`src/rtl/udp_tx_rr_arbiter.sv`:
```
// udp_tx_rr_arbiter: packet-level round-robin arbiter that shares one 32-bit MAC TX stream
// among N frame generators. Requests are latched, one source owns the MAC per frame, its bus is
// forwarded with one registered cycle of latency, and stalled or runaway owners are revoked.
module udp_tx_rr_arbiter #(
  parameter int N        = 4,
  parameter int START_TO = 64,
  parameter int MAX_LEN  = 512,
  parameter int GAP      = 2
) (
  input  logic            clk_i,
  input  logic            rst_i,
  input  logic            tx_rdy_i,
  input  logic [N-1:0]    req_i,
  input  logic [N-1:0]    src_wren_i,
  input  logic [N-1:0]    src_sop_i,
  input  logic [N-1:0]    src_eop_i,
  input  logic [2*N-1:0]  src_mod_i,
  input  logic [32*N-1:0] src_data_i,
  output logic [N-1:0]    src_rdy_o,
  output logic [N-1:0]    grant_o,
  output logic            tx_wren_o,
  output logic            tx_sop_o,
  output logic            tx_eop_o,
  output logic [1:0]      tx_mod_o,
  output logic [31:0]     tx_data_o,
  output logic            busy_o,
  output logic            to_err_o
);

  localparam int MAXC = (START_TO > MAX_LEN) ? START_TO : MAX_LEN;
  localparam int CW   = $clog2(MAXC) + 1;
  localparam int PW   = (N > 1) ? $clog2(N) : 1;
  localparam int SW   = PW + 1;
  localparam logic [N-1:0] ONE = {{(N-1){1'b0}}, 1'b1};

  typedef enum logic [1:0] {
    ST_IDLE,
    ST_WAIT_SOP,
    ST_XFER,
    ST_GAP
  } state_e;

  state_e         state_q;
  logic [N-1:0]   pending_q, pending_d;
  logic [PW-1:0]  ptr_q, owner_q, ptr_next;
  logic [CW-1:0]  cnt_q, cnt_inc;
  logic [N-1:0]   grant_q, src_rdy_q;
  logic           tx_wren_q, tx_sop_q, tx_eop_q;
  logic [1:0]     tx_mod_q;
  logic [31:0]    tx_data_q;
  logic           busy_q, to_err_q;

  logic           pick_valid;
  logic [PW-1:0]  pick_idx;
  logic [SW-1:0]  cand_sum;
  logic [N-1:0]   pick_onehot;

  logic           own_wren, own_sop, own_eop;
  logic [1:0]     own_mod;
  logic [31:0]    own_data;

  // Current owner's bus slice; only meaningful while a source holds the grant.
  assign own_wren = src_wren_i[owner_q];
  assign own_sop  = src_sop_i[owner_q];
  assign own_eop  = src_eop_i[owner_q];
  assign own_mod  = src_mod_i[{owner_q, 1'b0} +: 2];
  assign own_data = src_data_i[{owner_q, 5'b0} +: 32];

  // The next round starts just after the source that is releasing, so it goes last next time.
  assign ptr_next = (owner_q == PW'(N - 1)) ? '0 : owner_q + 1'b1;

  // The shared cycle counter sticks at all-ones instead of wrapping.
  assign cnt_inc = (cnt_q == '1) ? cnt_q : cnt_q + 1'b1;

  assign pick_onehot = ONE << pick_idx;

  // Round-robin search: the first pending source at or after the pointer, wrapping N-1 -> 0.
  // Walking from the farthest candidate back to the pointer leaves the nearest one selected.
  always_comb begin
    pick_valid = 1'b0;
    pick_idx   = '0;
    cand_sum   = '0;
    for (int k = N - 1; k >= 0; k--) begin
      cand_sum = {1'b0, ptr_q} + SW'(k);
      if (cand_sum >= SW'(N)) cand_sum = cand_sum - SW'(N);
      if (pending_q[cand_sum[PW-1:0]]) begin
        pick_valid = 1'b1;
        pick_idx   = cand_sum[PW-1:0];
      end
    end
  end

  // A source's pending bit drops only when it is granted; a request arriving that same cycle wins.
  always_comb begin
    pending_d = pending_q | req_i;
    if (state_q == ST_IDLE && pick_valid) pending_d = (pending_q & ~pick_onehot) | req_i;
  end

  // Latch request pulses so no request is lost while another source owns the MAC.
  always_ff @(posedge clk_i) begin
    if (rst_i) pending_q <= '0;
    else       pending_q <= pending_d;
  end

  // Arbitration FSM with registered grant, datapath mux, ready routing and timeout handling.
  always_ff @(posedge clk_i) begin
    if (rst_i) begin
      state_q   <= ST_IDLE;
      ptr_q     <= '0;
      owner_q   <= '0;
      cnt_q     <= '0;
      grant_q   <= '0;
      src_rdy_q <= '0;
      tx_wren_q <= 1'b0;
      tx_sop_q  <= 1'b0;
      tx_eop_q  <= 1'b0;
      tx_mod_q  <= '0;
      tx_data_q <= '0;
      busy_q    <= 1'b0;
      to_err_q  <= 1'b0;
    end else begin
      to_err_q <= 1'b0;
      case (state_q)
        ST_IDLE: begin
          src_rdy_q <= '0;
          tx_wren_q <= 1'b0;
          tx_sop_q  <= 1'b0;
          tx_eop_q  <= 1'b0;
          tx_mod_q  <= '0;
          tx_data_q <= '0;
          if (pick_valid) begin
            owner_q <= pick_idx;
            grant_q <= pick_onehot;
            cnt_q   <= '0;
            busy_q  <= 1'b1;
            state_q <= ST_WAIT_SOP;
          end
        end

        ST_WAIT_SOP: begin
          src_rdy_q <= grant_q & {N{tx_rdy_i}};
          tx_wren_q <= own_wren;
          tx_sop_q  <= own_sop;
          tx_eop_q  <= own_eop;
          tx_mod_q  <= own_mod;
          tx_data_q <= own_data;
          cnt_q     <= cnt_inc;
          if (own_wren) begin
            if (own_eop) begin
              grant_q <= '0;
              ptr_q   <= ptr_next;
              cnt_q   <= '0;
              state_q <= ST_GAP;
            end else begin
              // The first word is already accepted, so the frame length count starts at one.
              cnt_q   <= CW'(1);
              state_q <= ST_XFER;
            end
          end else if (cnt_q == CW'(START_TO - 1)) begin
            grant_q  <= '0;
            ptr_q    <= ptr_next;
            cnt_q    <= '0;
            to_err_q <= 1'b1;
            state_q  <= ST_GAP;
          end
        end

        ST_XFER: begin
          src_rdy_q <= grant_q & {N{tx_rdy_i}};
          tx_wren_q <= own_wren;
          tx_sop_q  <= own_sop;
          tx_eop_q  <= own_eop;
          tx_mod_q  <= own_mod;
          tx_data_q <= own_data;
          cnt_q     <= cnt_inc;
          if (own_wren && own_eop) begin
            grant_q <= '0;
            ptr_q   <= ptr_next;
            cnt_q   <= '0;
            state_q <= ST_GAP;
          end else if (cnt_q >= CW'(MAX_LEN - 1)) begin
            // Replace this cycle's word with a closing eop so the MAC frame is terminated cleanly.
            tx_wren_q <= 1'b1;
            tx_sop_q  <= 1'b0;
            tx_eop_q  <= 1'b1;
            tx_mod_q  <= '0;
            grant_q   <= '0;
            ptr_q     <= ptr_next;
            cnt_q     <= '0;
            to_err_q  <= 1'b1;
            state_q   <= ST_GAP;
          end
        end

        ST_GAP: begin
          src_rdy_q <= '0;
          grant_q   <= '0;
          tx_wren_q <= 1'b0;
          tx_sop_q  <= 1'b0;
          tx_eop_q  <= 1'b0;
          tx_mod_q  <= '0;
          tx_data_q <= '0;
          cnt_q     <= cnt_inc;
          if (cnt_q >= CW'(GAP - 1)) begin
            cnt_q   <= '0;
            busy_q  <= 1'b0;
            state_q <= ST_IDLE;
          end
        end

        default: begin
          grant_q <= '0;
          busy_q  <= 1'b0;
          state_q <= ST_IDLE;
        end
      endcase
    end
  end

  assign src_rdy_o = src_rdy_q;
  assign grant_o   = grant_q;
  assign tx_wren_o = tx_wren_q;
  assign tx_sop_o  = tx_sop_q;
  assign tx_eop_o  = tx_eop_q;
  assign tx_mod_o  = tx_mod_q;
  assign tx_data_o = tx_data_q;
  assign busy_o    = busy_q;
  assign to_err_o  = to_err_q;

endmodule

```
`config.mk`:
```
export PLATFORM = sky130hd
export DESIGN_NAME = udp_tx_rr_arbiter
export DESIGN_NICKNAME = d
export VERILOG_FILES = /design/src/rtl/udp_tx_rr_arbiter.sv
export SDC_FILE = /design/constraint.sdc
export NUM_CORES = 1
export LEC_CHECK = 0
export ABC_CLOCK_PERIOD_IN_PS = 5100
export CAP_MARGIN = 20
export CORE_UTILIZATION = 42
export CTS_CLUSTER_SIZE = 24
export DETAILED_ROUTE_END_ITERATION = 8
export PLACE_DENSITY = 0.85
export SETUP_SLACK_MARGIN = 0.3
export SYNTH_ARGS = -nofsm -noshare
export SYNTH_HDL_FRONTEND = slang
export SYNTH_SLANG_ARGS = --single-unit
export TNS_END_PERCENT = 20
```
`constraint.sdc`:
```
create_clock -name clk_i -period 5.1 [get_ports clk_i]
set_input_delay 0.51 -clock clk_i [delete_from_list [all_inputs] [get_ports clk_i]]
set_output_delay 0.51 -clock clk_i [all_outputs]
set_load 0.01 [all_outputs]
```
==> run metrics <==
Worst Hold End src_rdy_o[1]; Clock transition at path regs ~0.080 ns; number of DRC markers in iteration 0 between 300 and 400; Clk Latency, worst-skew pair 0.34 ns; clk sink count 67; M3 GR Usage roughly 7.8%; reg-to-reg startpoint owner_q[1]; skew final just over 0.009 ns; NetSw around 690 uW; GR Util met1 about a third; drt via density roughly 5.5; via count between 3k and 4k; # rows 33; Num CTS Buffers 9; PD cells approximately 360 nW/um^2; Seq pwr share 34.5%; Worst Setup Path Type reg2reg; I/O pin count 202; Yosys cell types 49; Slew headroom 28.7%; Worst Path Arrival between 3 and 4 ns; CP startpoint owner_q[1]; CTS resizes 0; final slew viol count 0; Die Wd between 90 and 100 um; crit path cell chain mux4_2 -> nand2_2 -> nand3_4 -> a211oi_4 -> a41oi_1 -> a21oi_1; CTS tree built; switching share of total power between 30% and 40%; Hold Path Origin grant_o[1]; commonest non-fill, non-tap cell in the layout clkdlybuf4s50_1; Tot GR Track Use between 20% and 30%; Max Cap Viol 0; setup TNS 0 ns; sequential share of the synthesized area between 30% and 40%; antenna cells 0; Max stage delay cell, worst path dfxtp_2; Crit path buffers/inverters 0; Final Core Density between 70% and 80%; Buffers on Ports between 200 and 250; Final Wtd Congestion 0.931; Clock power frac between 20% and 30%; Fmax achieved 364 MHz; drt first pass iters 4; area grow syn2layout 64.2%; worst min-delay path category reg2reg; GRT Max-Usage Layer met2; initial antenna violation count 0; final hold violations 0; Post-DRT Antenna Nets 0; Seq cells post-synth 67; Pwr Total between 2000 and 2500 uW; Worst R2R End cnt_q[5]; number of synthesized flops with an enable pin 0; status finished, final reports clean; worst-margin pin slew 1.07 ns; CTS max path bufs 2; hold path depth 1; die area roughly 9000 um^2; Mapped Cells about 330; period utilization a little over half; pre-CTS setup slack about 2.3 ns; first-pass GRT wire length roughly 19000 um; Nets between 600 and 700; Final setup viols 0; Hold WS 0.513 ns; DR DRC count 0; synthesized net count roughly 490; CTS H-tree depth 3; critical path depth in cells 6; Top delay family on crit path flip-flops; met2 usage about 50%; R2R Setup Slk 2.35 ns; leading cell types in the layout, fill and taps excluded 201 x clkdlybuf4s50_1, 65 x dfxtp_1, 37 x mux4_2, 33 x and2_1, 21 x a21oi_1; reg2reg path depth 6; initial core utilization 43.2%; time the worst path needs with I/O delays and setup about 2.7 ns; Critical Path End Type flop; RSZ-0062 raised after global routing false; startpoint types flop; layout cells sized above 1 12.2%; core area 8220 um^2; Crit Path Max Fanout 45; largest net degree at the start of global routing 46; syn avg cell area approximately 11 um^2; post-detail-place hpwl approximately 10000 um; ys flop type dfxtp_1; routed length per instance 20.0 um; CP max stage delay ~1 ns; die height around 94 um; Overflow after GRT 0; Gate power share around 43%; post-CTS setup buffer count 0; Pint approximately 1400 uW; Required @ worst endpoint between 5 and 6 ns; async set-or-reset flop fraction in the synthesized netlist 0%; area of the mapped netlist 3550 um^2; Pleak 0.00208 uW; hold buffers post-CTS 0; PnR worst setup slack ~2.4 ns; final wirelength between 10000 and 15000 um; clock root buffer clkbuf_8; YS warnings 0; worst IR drop on VDD 0.263 mV; vias in the first global route around 3.5k
worst max path at each step:
stage,to,slack [ns]
detailed placement,cnt_q[9],2.31
global route,cnt_q[9],2.12
global placement,cnt_q[5],2.44
CTS,cnt_q[5],2.36
floorplan,cnt_q[3],3.06
finish,cnt_q[5],2.35
synthesized netlist by cell type (all sizes together) (5+ instances only):
master	n	area [um^2]
dfxtp	67	1340
mux4	37	833
and2	33	206
a21oi	21	105
nand2	19	73.8
nor2	17	63.8
clkbuf	14	52.6
nand3	9	57.6
and3	8	50.1
buf	8	51.3
ha	8	100
o21ai	8	40.0
inv	7	26.3
nand2b	6	37.5
nand3b	6	45.0
nor3	6	30.0
nor2b	5	31.3
o31ai	5	37.5
area by class of cell:
type,instances,area [um^2]
fillers,581,2380
clock buffers,11,151
inverters,7,26.3
repair buffers,204,2030
clock inverters,5,61.3
flip-flops and latches,67,1340
well taps,105,131
multi-input cells,232,2090
state kept, by name, indices dropped and copies added, names as in the netlist, 2 cells and up:
signal / cells
pending_q: 4
ptr_q: 2
tx_data_o: 32
tx_mod_o: 2
cnt_q: 10
owner_q: 2
state_q: 2
grant_o: 4
src_rdy_o: 4
power groups by stage:
stage                     clock network, uW  registers (uW)  logic [uW]
final                                   464             724         907
after global routing                    491             738         972
after CTS                               473             724         911
after detailed placement                  0             736         903
after global placement                    0             732         880
after floorplan                           0             730         495
layer usage:
metal  routed length, um  vias up
met5                   0        -
met4                 403        0
met3                 996       29
met2                6500      149
li1                    -     1620
met1                4730     1702
cell families after synthesis:
| family | synth area share (%) |
|---|---|
| AO/OA/AOI/OAI | 10.9 |
| adder cells (fa/ha/maj) | 2.82 |
| buffers and inverters | 3.66 |
| flip-flops | 37.7 |
| multiplexers | 24.9 |
| AND/OR/NAND/NOR | 20.0 |
metrics by stage:
stage                     area (um^2)  instances
after global placement           5620        615
final                            5840        631
after detailed placement         5620        615
after global routing             5840        631
after CTS                        5840        631
after floorplan                  3550        328
worst register-to-register path: stages, from the launching register on:
cell      delay [ns]
dfxtp_2         1.02
mux4_2          0.50
nand2_2         0.13
nand3_4         0.12
a211oi_4        0.55
a41oi_1         0.21
a21oi_1         0.15
No activity file was read; power rests on OpenSTA's default activity.
